$ cat src/rtl/load_state_if.sv
// Signal bundle for load_state: fill control, state-buffer read port, field
// load strobes and the decoded views of the loaded word.
// The master modport is the load_state side; slave is the surrounding logic.
interface load_state_if;
    logic        fill_start;
    logic        fill_abort;
    logic [1:0]  physical_channel_index;
    logic        fill_busy;
    logic        fill_done;

    logic        state_rd;
    logic [4:0]  state_addr;
    logic [31:0] state_rdata;

    logic [3:0]  ld_ch;
    logic        ld_prn_state;
    logic        ld_prn_count;
    logic        ld_carrier_phase;
    logic        ld_carrier_count;
    logic        ld_code_phase;
    logic        ld_prn_code;
    logic        ld_cor_state;
    logic        ld_ms_data_sum;
    logic        ld_prn2_state;
    logic        ld_iq_acc;
    logic [31:0] ld_data;

    logic [15:0] dump_count;
    logic [7:0]  jump_count;
    logic [7:0]  prn_code;
    logic [4:0]  nh_count;
    logic [4:0]  coherent_count;
    logic [4:0]  ms_data_count;
    logic [3:0]  prn_code2;
    logic        code_sub_phase;
    logic        dumping;
    logic [2:0]  current_cor;
    logic        msdata_done;
    logic        coherent_done;
    logic [15:0] ms_data_sum;
    logic [15:0] i_acc;
    logic [15:0] q_acc;

    modport master (
        input  fill_start, fill_abort, physical_channel_index, state_rdata,
        output fill_busy, fill_done, state_rd, state_addr,
        output ld_ch, ld_prn_state, ld_prn_count, ld_carrier_phase, ld_carrier_count,
        output ld_code_phase, ld_prn_code, ld_cor_state, ld_ms_data_sum, ld_prn2_state,
        output ld_iq_acc, ld_data,
        output dump_count, jump_count, prn_code, nh_count, coherent_count, ms_data_count,
        output prn_code2, code_sub_phase, dumping, current_cor, msdata_done, coherent_done,
        output ms_data_sum, i_acc, q_acc
    );

    modport slave (
        output fill_start, fill_abort, physical_channel_index, state_rdata,
        input  fill_busy, fill_done, state_rd, state_addr,
        input  ld_ch, ld_prn_state, ld_prn_count, ld_carrier_phase, ld_carrier_count,
        input  ld_code_phase, ld_prn_code, ld_cor_state, ld_ms_data_sum, ld_prn2_state,
        input  ld_iq_acc, ld_data,
        input  dump_count, jump_count, prn_code, nh_count, coherent_count, ms_data_count,
        input  prn_code2, code_sub_phase, dumping, current_cor, msdata_done, coherent_done,
        input  ms_data_sum, i_acc, q_acc
    );
endinterface

$ cat src/rtl/load_state.sv
// Restores one physical channel's tracking state from the state buffer:
// ten back-to-back reads, each word re-registered and handed out with its
// field strobe and the one-hot target channel.
module load_state (
    input  logic          clk,
    input  logic          rst,
    load_state_if.master  bus
);

    typedef enum logic [1:0] {StIdle, StRead, StDrain} state_e;

    state_e      state_q, state_d;
    logic [3:0]  rd_cnt_q;
    logic [1:0]  ch_q;
    logic        pend_q;       // a read issued last cycle has data on state_rdata now
    logic [3:0]  pend_idx_q;
    logic [9:0]  ld_q;         // one bit per field, in read order
    logic [31:0] ld_data_q;

    logic busy;
    logic rd_en;
    logic abort;
    logic start_ok;

    assign busy     = (state_q != StIdle);
    assign rd_en    = (state_q == StRead);
    assign abort    = busy && bus.fill_abort;
    // Abort beats a simultaneous start in idle.
    assign start_ok = (state_q == StIdle) && bus.fill_start && !bus.fill_abort;

    // State register.
    always_ff @(posedge clk) begin
        if (rst) begin
            state_q <= StIdle;
        end else begin
            state_q <= state_d;
        end
    end

    // Next-state logic; abort overrides every transition.
    always_comb begin
        state_d = state_q;
        unique case (state_q)
            StIdle:  if (start_ok)          state_d = StRead;
            StRead:  if (rd_cnt_q == 4'd9)  state_d = StDrain;
            StDrain: if (ld_q[9])           state_d = StIdle;
            default:                        state_d = StIdle;
        endcase
        if (abort) state_d = StIdle;
    end

    // Read-issue counter, one-cycle data pipeline and strobe/data registers.
    always_ff @(posedge clk) begin
        if (rst) begin
            rd_cnt_q   <= 4'd0;
            ch_q       <= 2'd0;
            pend_q     <= 1'b0;
            pend_idx_q <= 4'd0;
            ld_q       <= 10'd0;
            ld_data_q  <= 32'd0;
        end else begin
            if (start_ok) ch_q <= bus.physical_channel_index;
            rd_cnt_q   <= (rd_en && !abort) ? rd_cnt_q + 4'd1 : 4'd0;
            pend_q     <= rd_en && !abort;
            pend_idx_q <= rd_cnt_q;
            ld_q       <= (pend_q && !abort) ? (10'd1 << pend_idx_q) : 10'd0;
            if (pend_q && !abort) ld_data_q <= bus.state_rdata;
        end
    end

    // Read port: addresses 6..13 then 15,16 (14 is skipped).
    always_comb begin
        bus.state_rd   = rd_en;
        bus.state_addr = 5'd0;
        if (rd_en) begin
            bus.state_addr = (rd_cnt_q < 4'd8) ? {1'b0, rd_cnt_q} + 5'd6
                                               : {1'b0, rd_cnt_q} + 5'd7;
        end
    end

    assign bus.fill_busy        = busy;
    assign bus.fill_done        = ld_q[9];
    assign bus.ld_ch            = (ld_q != 10'd0) ? (4'd1 << ch_q) : 4'd0;
    assign bus.ld_prn_state     = ld_q[0];
    assign bus.ld_prn_count     = ld_q[1];
    assign bus.ld_carrier_phase = ld_q[2];
    assign bus.ld_carrier_count = ld_q[3];
    assign bus.ld_code_phase    = ld_q[4];
    assign bus.ld_prn_code      = ld_q[5];
    assign bus.ld_cor_state     = ld_q[6];
    assign bus.ld_ms_data_sum   = ld_q[7];
    assign bus.ld_prn2_state    = ld_q[8];
    assign bus.ld_iq_acc        = ld_q[9];
    assign bus.ld_data          = ld_data_q;

    // Field views of the loaded word; consumers qualify them with the strobes.
    assign bus.dump_count     = ld_data_q[31:16];
    assign bus.jump_count     = ld_data_q[15:8];
    assign bus.prn_code       = ld_data_q[7:0];
    assign bus.nh_count       = ld_data_q[31:27];
    assign bus.coherent_count = ld_data_q[25:21];
    assign bus.ms_data_count  = ld_data_q[20:16];
    assign bus.prn_code2      = ld_data_q[15:12];
    assign bus.code_sub_phase = ld_data_q[8];
    assign bus.dumping        = ld_data_q[7];
    assign bus.current_cor    = ld_data_q[6:4];
    assign bus.msdata_done    = ld_data_q[1];
    assign bus.coherent_done  = ld_data_q[0];
    assign bus.ms_data_sum    = ld_data_q[15:0];
    assign bus.i_acc          = ld_data_q[31:16];
    assign bus.q_acc          = ld_data_q[15:0];

endmodule

$ cat src/flat_wrapper.sv
// flat-port wrapper written by rule: the top's interface ports become plain ports
module load_state_flat 
  (clk, rst, bus_fill_start, bus_fill_abort, bus_physical_channel_index, bus_state_rdata, bus_fill_busy, bus_fill_done, bus_state_rd, bus_state_addr, bus_ld_ch, bus_ld_prn_state, bus_ld_prn_count, bus_ld_carrier_phase, bus_ld_carrier_count, bus_ld_code_phase, bus_ld_prn_code, bus_ld_cor_state, bus_ld_ms_data_sum, bus_ld_prn2_state, bus_ld_iq_acc, bus_ld_data, bus_dump_count, bus_jump_count, bus_prn_code, bus_nh_count, bus_coherent_count, bus_ms_data_count, bus_prn_code2, bus_code_sub_phase, bus_dumping, bus_current_cor, bus_msdata_done, bus_coherent_done, bus_ms_data_sum, bus_i_acc, bus_q_acc);
  load_state_if bus_i ();
  input  logic clk;
  input  logic rst;
  input wire logic [$bits(bus_i.fill_start)-1:0] bus_fill_start;
  input wire logic [$bits(bus_i.fill_abort)-1:0] bus_fill_abort;
  input wire logic [$bits(bus_i.physical_channel_index)-1:0] bus_physical_channel_index;
  input wire logic [$bits(bus_i.state_rdata)-1:0] bus_state_rdata;
  output wire logic [$bits(bus_i.fill_busy)-1:0] bus_fill_busy;
  output wire logic [$bits(bus_i.fill_done)-1:0] bus_fill_done;
  output wire logic [$bits(bus_i.state_rd)-1:0] bus_state_rd;
  output wire logic [$bits(bus_i.state_addr)-1:0] bus_state_addr;
  output wire logic [$bits(bus_i.ld_ch)-1:0] bus_ld_ch;
  output wire logic [$bits(bus_i.ld_prn_state)-1:0] bus_ld_prn_state;
  output wire logic [$bits(bus_i.ld_prn_count)-1:0] bus_ld_prn_count;
  output wire logic [$bits(bus_i.ld_carrier_phase)-1:0] bus_ld_carrier_phase;
  output wire logic [$bits(bus_i.ld_carrier_count)-1:0] bus_ld_carrier_count;
  output wire logic [$bits(bus_i.ld_code_phase)-1:0] bus_ld_code_phase;
  output wire logic [$bits(bus_i.ld_prn_code)-1:0] bus_ld_prn_code;
  output wire logic [$bits(bus_i.ld_cor_state)-1:0] bus_ld_cor_state;
  output wire logic [$bits(bus_i.ld_ms_data_sum)-1:0] bus_ld_ms_data_sum;
  output wire logic [$bits(bus_i.ld_prn2_state)-1:0] bus_ld_prn2_state;
  output wire logic [$bits(bus_i.ld_iq_acc)-1:0] bus_ld_iq_acc;
  output wire logic [$bits(bus_i.ld_data)-1:0] bus_ld_data;
  output wire logic [$bits(bus_i.dump_count)-1:0] bus_dump_count;
  output wire logic [$bits(bus_i.jump_count)-1:0] bus_jump_count;
  output wire logic [$bits(bus_i.prn_code)-1:0] bus_prn_code;
  output wire logic [$bits(bus_i.nh_count)-1:0] bus_nh_count;
  output wire logic [$bits(bus_i.coherent_count)-1:0] bus_coherent_count;
  output wire logic [$bits(bus_i.ms_data_count)-1:0] bus_ms_data_count;
  output wire logic [$bits(bus_i.prn_code2)-1:0] bus_prn_code2;
  output wire logic [$bits(bus_i.code_sub_phase)-1:0] bus_code_sub_phase;
  output wire logic [$bits(bus_i.dumping)-1:0] bus_dumping;
  output wire logic [$bits(bus_i.current_cor)-1:0] bus_current_cor;
  output wire logic [$bits(bus_i.msdata_done)-1:0] bus_msdata_done;
  output wire logic [$bits(bus_i.coherent_done)-1:0] bus_coherent_done;
  output wire logic [$bits(bus_i.ms_data_sum)-1:0] bus_ms_data_sum;
  output wire logic [$bits(bus_i.i_acc)-1:0] bus_i_acc;
  output wire logic [$bits(bus_i.q_acc)-1:0] bus_q_acc;
  assign bus_i.fill_start = bus_fill_start;
  assign bus_i.fill_abort = bus_fill_abort;
  assign bus_i.physical_channel_index = bus_physical_channel_index;
  assign bus_i.state_rdata = bus_state_rdata;
  assign bus_fill_busy = bus_i.fill_busy;
  assign bus_fill_done = bus_i.fill_done;
  assign bus_state_rd = bus_i.state_rd;
  assign bus_state_addr = bus_i.state_addr;
  assign bus_ld_ch = bus_i.ld_ch;
  assign bus_ld_prn_state = bus_i.ld_prn_state;
  assign bus_ld_prn_count = bus_i.ld_prn_count;
  assign bus_ld_carrier_phase = bus_i.ld_carrier_phase;
  assign bus_ld_carrier_count = bus_i.ld_carrier_count;
  assign bus_ld_code_phase = bus_i.ld_code_phase;
  assign bus_ld_prn_code = bus_i.ld_prn_code;
  assign bus_ld_cor_state = bus_i.ld_cor_state;
  assign bus_ld_ms_data_sum = bus_i.ld_ms_data_sum;
  assign bus_ld_prn2_state = bus_i.ld_prn2_state;
  assign bus_ld_iq_acc = bus_i.ld_iq_acc;
  assign bus_ld_data = bus_i.ld_data;
  assign bus_dump_count = bus_i.dump_count;
  assign bus_jump_count = bus_i.jump_count;
  assign bus_prn_code = bus_i.prn_code;
  assign bus_nh_count = bus_i.nh_count;
  assign bus_coherent_count = bus_i.coherent_count;
  assign bus_ms_data_count = bus_i.ms_data_count;
  assign bus_prn_code2 = bus_i.prn_code2;
  assign bus_code_sub_phase = bus_i.code_sub_phase;
  assign bus_dumping = bus_i.dumping;
  assign bus_current_cor = bus_i.current_cor;
  assign bus_msdata_done = bus_i.msdata_done;
  assign bus_coherent_done = bus_i.coherent_done;
  assign bus_ms_data_sum = bus_i.ms_data_sum;
  assign bus_i_acc = bus_i.i_acc;
  assign bus_q_acc = bus_i.q_acc;
  load_state u_core (.clk(clk), .rst(rst), .bus(bus_i));
endmodule
$ cat config.mk
export PLATFORM = sky130hd
export DESIGN_NAME = load_state_flat
export DESIGN_NICKNAME = d
export VERILOG_FILES = /design/src/rtl/load_state_if.sv /design/src/rtl/load_state.sv /design/src/flat_wrapper.sv
export SDC_FILE = /design/constraint.sdc
export NUM_CORES = 1
export LEC_CHECK = 0
export CAP_MARGIN = 20
export CORE_UTILIZATION = 34
export CTS_BUF_LIST = sky130_fd_sc_hd__clkbuf_8
export CTS_CLUSTER_DIAMETER = 40
export DETAILED_ROUTE_END_ITERATION = 8
export PLACE_DENSITY_LB_ADDON = 0.3
export RECOVER_POWER = 50
export SLEW_MARGIN = 25
export SYNTH_ARGS = -nofsm -noshare
export SYNTH_HDL_FRONTEND = slang
export SYNTH_SLANG_ARGS = --single-unit
$ cat constraint.sdc
create_clock -name clk -period 1.45 [get_ports clk]
set_input_delay 0.3625 -clock clk [delete_from_list [all_inputs] [get_ports clk]]
set_output_delay 0.3625 -clock clk [all_outputs]
set_load 0.01 [all_outputs]
* Yosys cells after proc, flatten, opt, wreduce, memory -nomap -nowiden *
Index checks and enable logic that the tools add are counted.

storage, ports and cells
  input bits = 38
  word-level logic and storage cells = 42
  output and inout port bits = 160
  bits in registers = 55

operators by class
  add/sub/neg operators = 3
  equality and inequality tests = 6
  reduce and logical (&&, ||, !) cells = 14
  shifts and indexed selects = 2
  bitwise gates (word level) = 2
  multiplexer cells = 7
  $lt $le $gt $ge = 1

operator list
  cell                  count
  $add 4x3->5 const B   2
  $mux 5                2
  $reduce_bool 10->1    1
  $shl 1x4->10 const A  1
  $mux 2                3
  $pmux 2 s3            1
  $reduce_or 2->1       3
  $logic_and 1x1->1     5
  $add 4x1->4 const B   1
  $eq 4x4->1 const B    1
  $lt 4x4->1 const B    1
  $mux 4                1
  $ne 2x1->1 const B    2
  $shl 1x2->4 const A   1
  $reduce_and 3->1      1
  $eq 2x1->1 const B    1
  $eq 2x2->1 const B    1
  $logic_not 1->1       2
  $logic_not 2->1       1
  $ne 2x2->1 const B    1
  $not 1->1             2
  $reduce_bool 2->1     1

* Depth between registers and ports, before layout *
Gate-level depths: netlist of the first run.

  depth in word-level cells = 6
  depth in mapped cells = 5
  gate-level depth less buffers = 5

* Least setup slack after synthesis of the first run *
OpenSTA, ideal clock, no wires.

  kind = flip-flop to output port
  from = reg u_core.ld_q[5]
  to = out bus_ld_ch[1]
  setup slack = -167 ps
  data arrival time = 1254 ps
  cell stages (with the launch flop) = 4
  cells stage by stage = dfxtp_1 or4_4 nor4_4 nor3b_1

between the ends
  longest elaborated chain between the ends = 2

ends and longest elaborated chain
  what                      RTL line            source
  start: declaration        load_state.sv:17    logic [9:0] ld_q;
  start signal: assignment  load_state.sv:66    ld_q <= (pend_q && !abort) ? (10'd1 << pend_idx_q) : 10'd0;
  $reduce_bool 10->1        load_state.sv:83    assign bus.ld_ch = (ld_q != 10'd0) ? (4'd1 << ch_q) : 4'd0;
  $mux 4                    load_state.sv:83
  end: declaration          flat_wrapper.sv:15  output wire logic [$bits(bus_i.ld_ch)-1:0] bus_ld_ch;

No other way between the ends.

* Worst setup path in the final report of the first run *
  from = reg u_core.ld_q[1]
  to = out bus_ld_ch[0]

The elaborated chain is that of the path after synthesis.

==> results.toml, run 1 <==
[hold_path]
worstHoldStart = "rst"
whs_endpoint = "u_core.pend_idx_q[3]"
hold_class = "input port to flop"
min_path_cells = 2

[worst_setup_path]
rrSetupSlack_ns = 0
rr_worst_depth = 7
crit_type = "flop to output port"
startpoint_type = "flop"
crit_chain = "or4_4 > nor4_4 > buf_4 > nor3_1 > buf_2"
rr_startpoint = "u_core.state_q[1]"
critPathBufInv = 2
crit_path_max_fanout = 3
worstPathRequired_ns = 1.09
cp-end-kind = "output port"
r2r_end = "u_core.rd_cnt_q[1]"
cpPeakStageDelay_ns = 0.54
cpLargestDelayFamily = "simple AND/OR/NAND/NOR gates"
slowest_stage = "or4_4"
arrival_ns = 1.78

[power_and_ir_drop]
ir_worst_vdd_mv = 0.356
swShare_pct = 23.0
seqPwrFrac_pct = 52.5
p_per_area_nw_per_um2 = 639
p_leak_nw = 2.41
clkPwrFrac_pct = 35.2
finalPower_mw = 2.95
p_sw_mw = 0.679
p_comb_share_pct = 12.3
p_int_mw = 2.27

[grt]
grt_pass1_vias = 2434
antenna_found_initial = 0
grt_pass1_wl_mm = 11.8
grt_overflow = 0
grt_usage_pct = 15.2
grt_max_degree = 43

[floorplanning]
ios = 198
core_um2 = 8850
die_h_um = 98.5
start_util_pct = 35.8
dieArea_um2 = 9700
fp.dieW_um = 98.5
rows = 34

[logic_synthesis]
synth_area_um2 = 3160
yosysSeqAreaShare_pct = 34.8
synth_top_area_share_pct = 34.8
synthTopCellsByCount = "buf_4, dfxtp_1, nand4b_1, nand2b_1, o21ai_1"
yosysMostFrequentCell = "buf_4"
synth.area.top_cells = "dfxtp_1, buf_4, nand4b_1"
synth-seq-cells = 55
synth_nets = 395
synth_edf_count = 0
synth_top_area_cell = "dfxtp_1"
ys_warn_count = 0
async_reset_ff_share_pct = 0
synthFlopType = "dfxtp_1"
synth.distinct_cells = 40
syn_inst = 352
avgSynthCellArea_um2 = 8.99

[outcome]
status = "finished, violations left"
violations = "DRC, setup timing"

[finish]
stdcell_area_um2 = 4620
final_nets = 509
final_cells = 575
antenna_cells = 0
drive_above_1_share_pct = 18.6
area_growth_syn_to_layout_pct = 45.9

[drt]
antenna_left = 0
wl_mm = 7.83
drt-initial-drc-count = 78
dr.pass1.iters = 9
vias = 2684
viasPerCell = 4.67
drc = 16
wl_per_cell_um = 13.6

[place]
place_area_um2 = 4570
dp.cells = 558
gp_routability_congestion = 0.758
dp_hpwl_mm = 5.74
io_buffers = 197
pre_cts_ws_ns = -0.622

[timing]
max_slew_margin_pct = 76.0
fmax_ghz = 0.466
rsz0062_at_grt = "yes"
finalHoldViolations = 0
worst_slack_ns = -0.694
fin_hold_ws_ns = 0.358
worstMarginPinSlew_ns = 0.361
fin_skew_ns = 0.0153
drv_slew = 0
setup_violations = 11
period_share_pct = 148
layout_min_cycle_time_ns = 2.14

[cts]
numCtsBuffers = 5
cts_tree = "built"
cts_root_buffer = "clkbuf_8"
cts_buffer_depth = 2
htree_levels = 2
clock-sinks = 55
clkSlewWorstSetupHoldPaths_ns = 0.11
clkLatencyLatePin_ns = 0.31

[flow_run]
cap_violations = 0
[layer usage]
layer	wire length, µm	global-route usage [%]	up-vias
met5	0	0	-
met1	3030	16.4	1248
met4	64	5.05	0
li1	-	-	1305
met3	639	2.91	4
met2	4100	29.4	127
[placed cells by master, fill, tap and decap left out, types with 2 or more instances in the layout]
master	synthesis	layout
a211oi_2	0	2
buf_2	3	10
buf_4	107	28
buf_6	3	7
clkbuf_1	13	2
clkbuf_8	0	5
clkdlybuf4s15_1	0	2
clkdlybuf4s50_1	0	36
dfxtp_1	55	42
dfxtp_2	0	13
dlygate4sd2_1	0	147
ha_1	5	3
ha_4	0	2
inv_1	4	3
inv_2	2	2
mux2i_1	2	2
nand2_1	4	4
nand2b_1	32	32
nand4b_1	34	34
nor2_1	19	16
nor2_2	0	2
nor3_1	2	2
nor3b_1	3	3
nor4_1	5	5
nor4b_1	2	2
o21ai_1	32	32
or4_4	1	2
xnor2_1	3	2
[worst reg2reg max path: stages (launching register included)]
cell and delay (ns):
dfxtp_2 0.34, nand2b_4 0.17, buf_6 0.13, buf_4 0.12, buf_4 0.11, or3_4 0.35, inv_2 0.07, and2_1 0.11
[kinds of logic after synthesis]
kind of cell	Yosys count	share of synthesized area [%]
buffers and inverters	132	29.2
AND/OR/NAND/NOR	115	25.3
flip-flops	55	34.8
AO/OA/AOI/OAI	39	6.96
adder cells (fa/ha/maj)	5	1.98
XOR/XNOR	4	1.11
multiplexers	2	0.633
[flip-flops by register name, summed over array words and instances (netlist names)]
register / flops
u_core.pend_idx_q: 4
u_core.ch_q: 2
u_core.pend_q: 1
u_core.rd_cnt_q: 4
u_core.bus.ld_data: 32
u_core.state_q: 2
u_core.ld_q: 10
[metrics by stage]
| stage | setup TNS [ns] | util [%] |
|---|---|---|
| 3_3_place_gp | -12.72 | 51.7 |
| 6_report | -4.19 | 52.2 |
| 5_1_grt | -7.03 | 52.2 |
| 2_1_floorplan | -0.662 | - |
| 3_5_place_dp | -13.32 | 51.7 |
| 4_1_cts | -3.79 | 52.2 |
[cell type report]
class | count | area, µm²
multi-input combinational | 165 | 1200
sequential | 55 | 1120
clock buffer | 5 | 68.8
tap | 108 | 135
inverter | 6 | 25.0
clock inverter | 3 | 47.5
fill | 890 | 4230
timing repair buffer | 233 | 2020
[what timing repair did]
item	CTS	global route
gates resized for setup	250	12
gates cloned	0	0
endpoints found under the setup margin	160	11
setup buffers	7	3
pin swaps	5	5
hold buffers	0	0
[how the worst max path moves through the flow]
stage	cells past startpoint	end	from
floorplan	3	bus_ld_ch[1]	u_core.ld_q[5]
global placement	4	bus_ld_ch[1]	u_core.ld_q[5]
detailed placement	4	bus_ld_ch[1]	u_core.ld_q[5]
CTS	5	bus_ld_ch[0]	u_core.ld_q[2]
global route	5	bus_ld_ch[0]	u_core.ld_q[1]
finish	5	bus_ld_ch[0]	u_core.ld_q[1]
[power by group through the flow]
| stage | logic (mW) | registers, mW | clock network (mW) |
|---|---|---|---|
| final | 0.363 | 1.55 | 1.04 |
| after global routing | 0.387 | 1.55 | 1.12 |
| after CTS | 0.362 | 1.55 | 1.08 |
| after detailed placement | 0.393 | 1.59 | 0 |
| after global placement | 0.388 | 1.58 | 0 |
| after floorplan | 0.183 | 1.59 | 0 |
(Power assumes the default switching activity.)
==> inputs of run 2 (changes only) <==
--- a/config.mk
+++ b/config.mk
@@ -11,7 +11,7 @@
 export CTS_CLUSTER_DIAMETER = 40
 export DETAILED_ROUTE_END_ITERATION = 8
 export PLACE_DENSITY_LB_ADDON = 0.3
-export RECOVER_POWER = 50
+export RECOVER_POWER = 25
 export SLEW_MARGIN = 25
 export SYNTH_ARGS = -nofsm -noshare
 export SYNTH_HDL_FRONTEND = slang
==> results.toml, run 2 (synthesis gave the netlist of run 1 again) <==
[outcome]
status = "finished, violations left"
violations = "DRC, setup timing"

[worst_setup_path]
cp-end-kind = "output port"
slowest_stage = "or4_4"
cp-startpoint = "u_core.ld_q[1]"
cpLargestDelayFamily = "simple AND/OR/NAND/NOR gates"
startpoint_type = "flop"
crit_chain = "or4_4 > nor4_4 > buf_4 > nor3_1 > buf_2"
cpPeakStageDelay_ns = 0.54
arrival_ns = 1.78
rr_startpoint = "u_core.state_q[1]"
rr_worst_depth = 7
crit_path_max_fanout = 3
critical_path_cell_count = 5
crit_type = "flop to output port"
critPathBufInv = 2
rrSetupSlack_ns = 0
r2r_end = "u_core.rd_cnt_q[1]"
worstPathRequired_ns = 1.09
critical_path.endpoint = "bus_ld_ch[0]"

[floorplanning]
dieArea_um2 = 9700
fp.dieW_um = 98.5
ios = 198
core_um2 = 8850
start_util_pct = 35.8
rows = 34
die_h_um = 98.5

[power_and_ir_drop]
seqPwrFrac_pct = 52.5
p_per_area_nw_per_um2 = 638
p_int_mw = 2.27
p_sw_mw = 0.679
p_leak_nw = 2.42
p_comb_share_pct = 12.3
swShare_pct = 23.0
ir_worst_vdd_mv = 0.356
finalPower_mw = 2.95
clkPwrFrac_pct = 35.2

[grt]
grt_pass1_wl_mm = 11.8
antenna_found_initial = 0
grt_overflow = 0
grt_max_degree = 43
grt_pass1_vias = 2434
grt_usage_pct = 15.2

[timing]
worst_slack_ns = -0.694
layout_min_cycle_time_ns = 2.14
fin_skew_ns = 0.0153
finalHoldViolations = 0
period_share_pct = 148
rsz0062_at_grt = "yes"
fmax_ghz = 0.466
drv_slew = 0
tns_ns = -4.19
max_slew_margin_pct = 76.0
setup_violations = 11
worstMarginPinSlew_ns = 0.361

[drt]
wl_mm = 7.83
wl_per_cell_um = 13.6
antenna_left = 0
vias = 2687
drc = 16
drt-initial-drc-count = 78
dr.pass1.iters = 9
viasPerCell = 4.67

[place]
place_area_um2 = 4570
io_buffers = 197
dp.cells = 558
dp_hpwl_mm = 5.74
gp_routability_congestion = 0.758

[cts]
htree_levels = 2
clock-sinks = 55
cts_root_buffer = "clkbuf_8"
numCtsBuffers = 5
clkSlewWorstSetupHoldPaths_ns = 0.11
cts_tree = "built"
cts_buffer_depth = 2
clkLatencyLatePin_ns = 0.31
hold_buffers = 0

[finish]
drive_above_1_share_pct = 20.3
stdcell_area_um2 = 4630
final_nets = 509
area_growth_syn_to_layout_pct = 46.2
final_cells = 575
antenna_cells = 0
largest_register_ffs = 32
final_util_pct = 52.3
final_common_cell = "dlygate4sd2_1"
layout_common_cells = "dlygate4sd2_1, clkdlybuf4s50_1, nand4b_1, dfxtp_1"

[hold_path]
hold_class = "input port to flop"
worstHoldStart = "rst"

[flow_run]
cap_violations = 0
-- run 2: changes by cell type in the layout (fill, tap and decap cells not counted) --
cell	before	now
buf_2	10	11
clkbuf_2	1	0
dfxtp_2	13	21
dfxtp_1	42	34
-- run 2: how the worst min path moves through the flow --
stage / endpoint / slack [ns] / depth (start not counted)
global route: u_core.pend_idx_q[3] / 0.35 / 2
CTS: u_core.pend_idx_q[3] / 0.34 / 2
detailed placement: u_core.bus.ld_data[2] / 0.50 / 2
finish: u_core.pend_idx_q[3] / 0.36 / 2
global placement: u_core.bus.ld_data[23] / 0.49 / 2
floorplan: u_core.state_q[0] / 0.44 / 1
-- run 2: cell type report --
type                    instances  area [µm²]
clock buffers                   5        68.8
clock inverters                 3        47.5
fillers                       886        4220
inverters                       6        25.0
multi-input cells             165        1200
flip-flops and latches         55        1130
well taps                     108         135
repair buffers                233        2020
-- run 2: metal layers --
layer	part of all wire [%]	vias up	track usage, %
met3	8.2	4	2.91
met2	52	127	29.4
met1	39	1250	16.4
li1	-	1306	-
met5	0	-	0
met4	0.82	0	5.05
-- run 2: timing repair --
item                                    in CTS  in global routing
pin swaps                                    5                  5
endpoints found under the setup margin     160                 11
cloned                                       0                  0
setup buffers                                7                  3
resized for setup                          250                 12
-- run 2: power groups by stage --
stage	sequential [mW]	combinational (mW)	clock, mW
CTS	1.55	0.362	1.08
floorplan	1.59	0.183	0
finish	1.55	0.363	1.04
global placement	1.58	0.388	0
global route	1.55	0.387	1.12
detailed placement	1.59	0.393	0
-- run 2: stage by stage --
| stage | hold slack, ns | setup WS, ns |
|---|---|---|
| final | 0.358 | -0.694 |
| after global routing | 0.353 | -0.793 |
| after CTS | 0.343 | -0.718 |
| after detailed placement | 0.501 | -0.622 |
| after global placement | 0.493 | -0.591 |
| after floorplan | 0.441 | -0.167 |
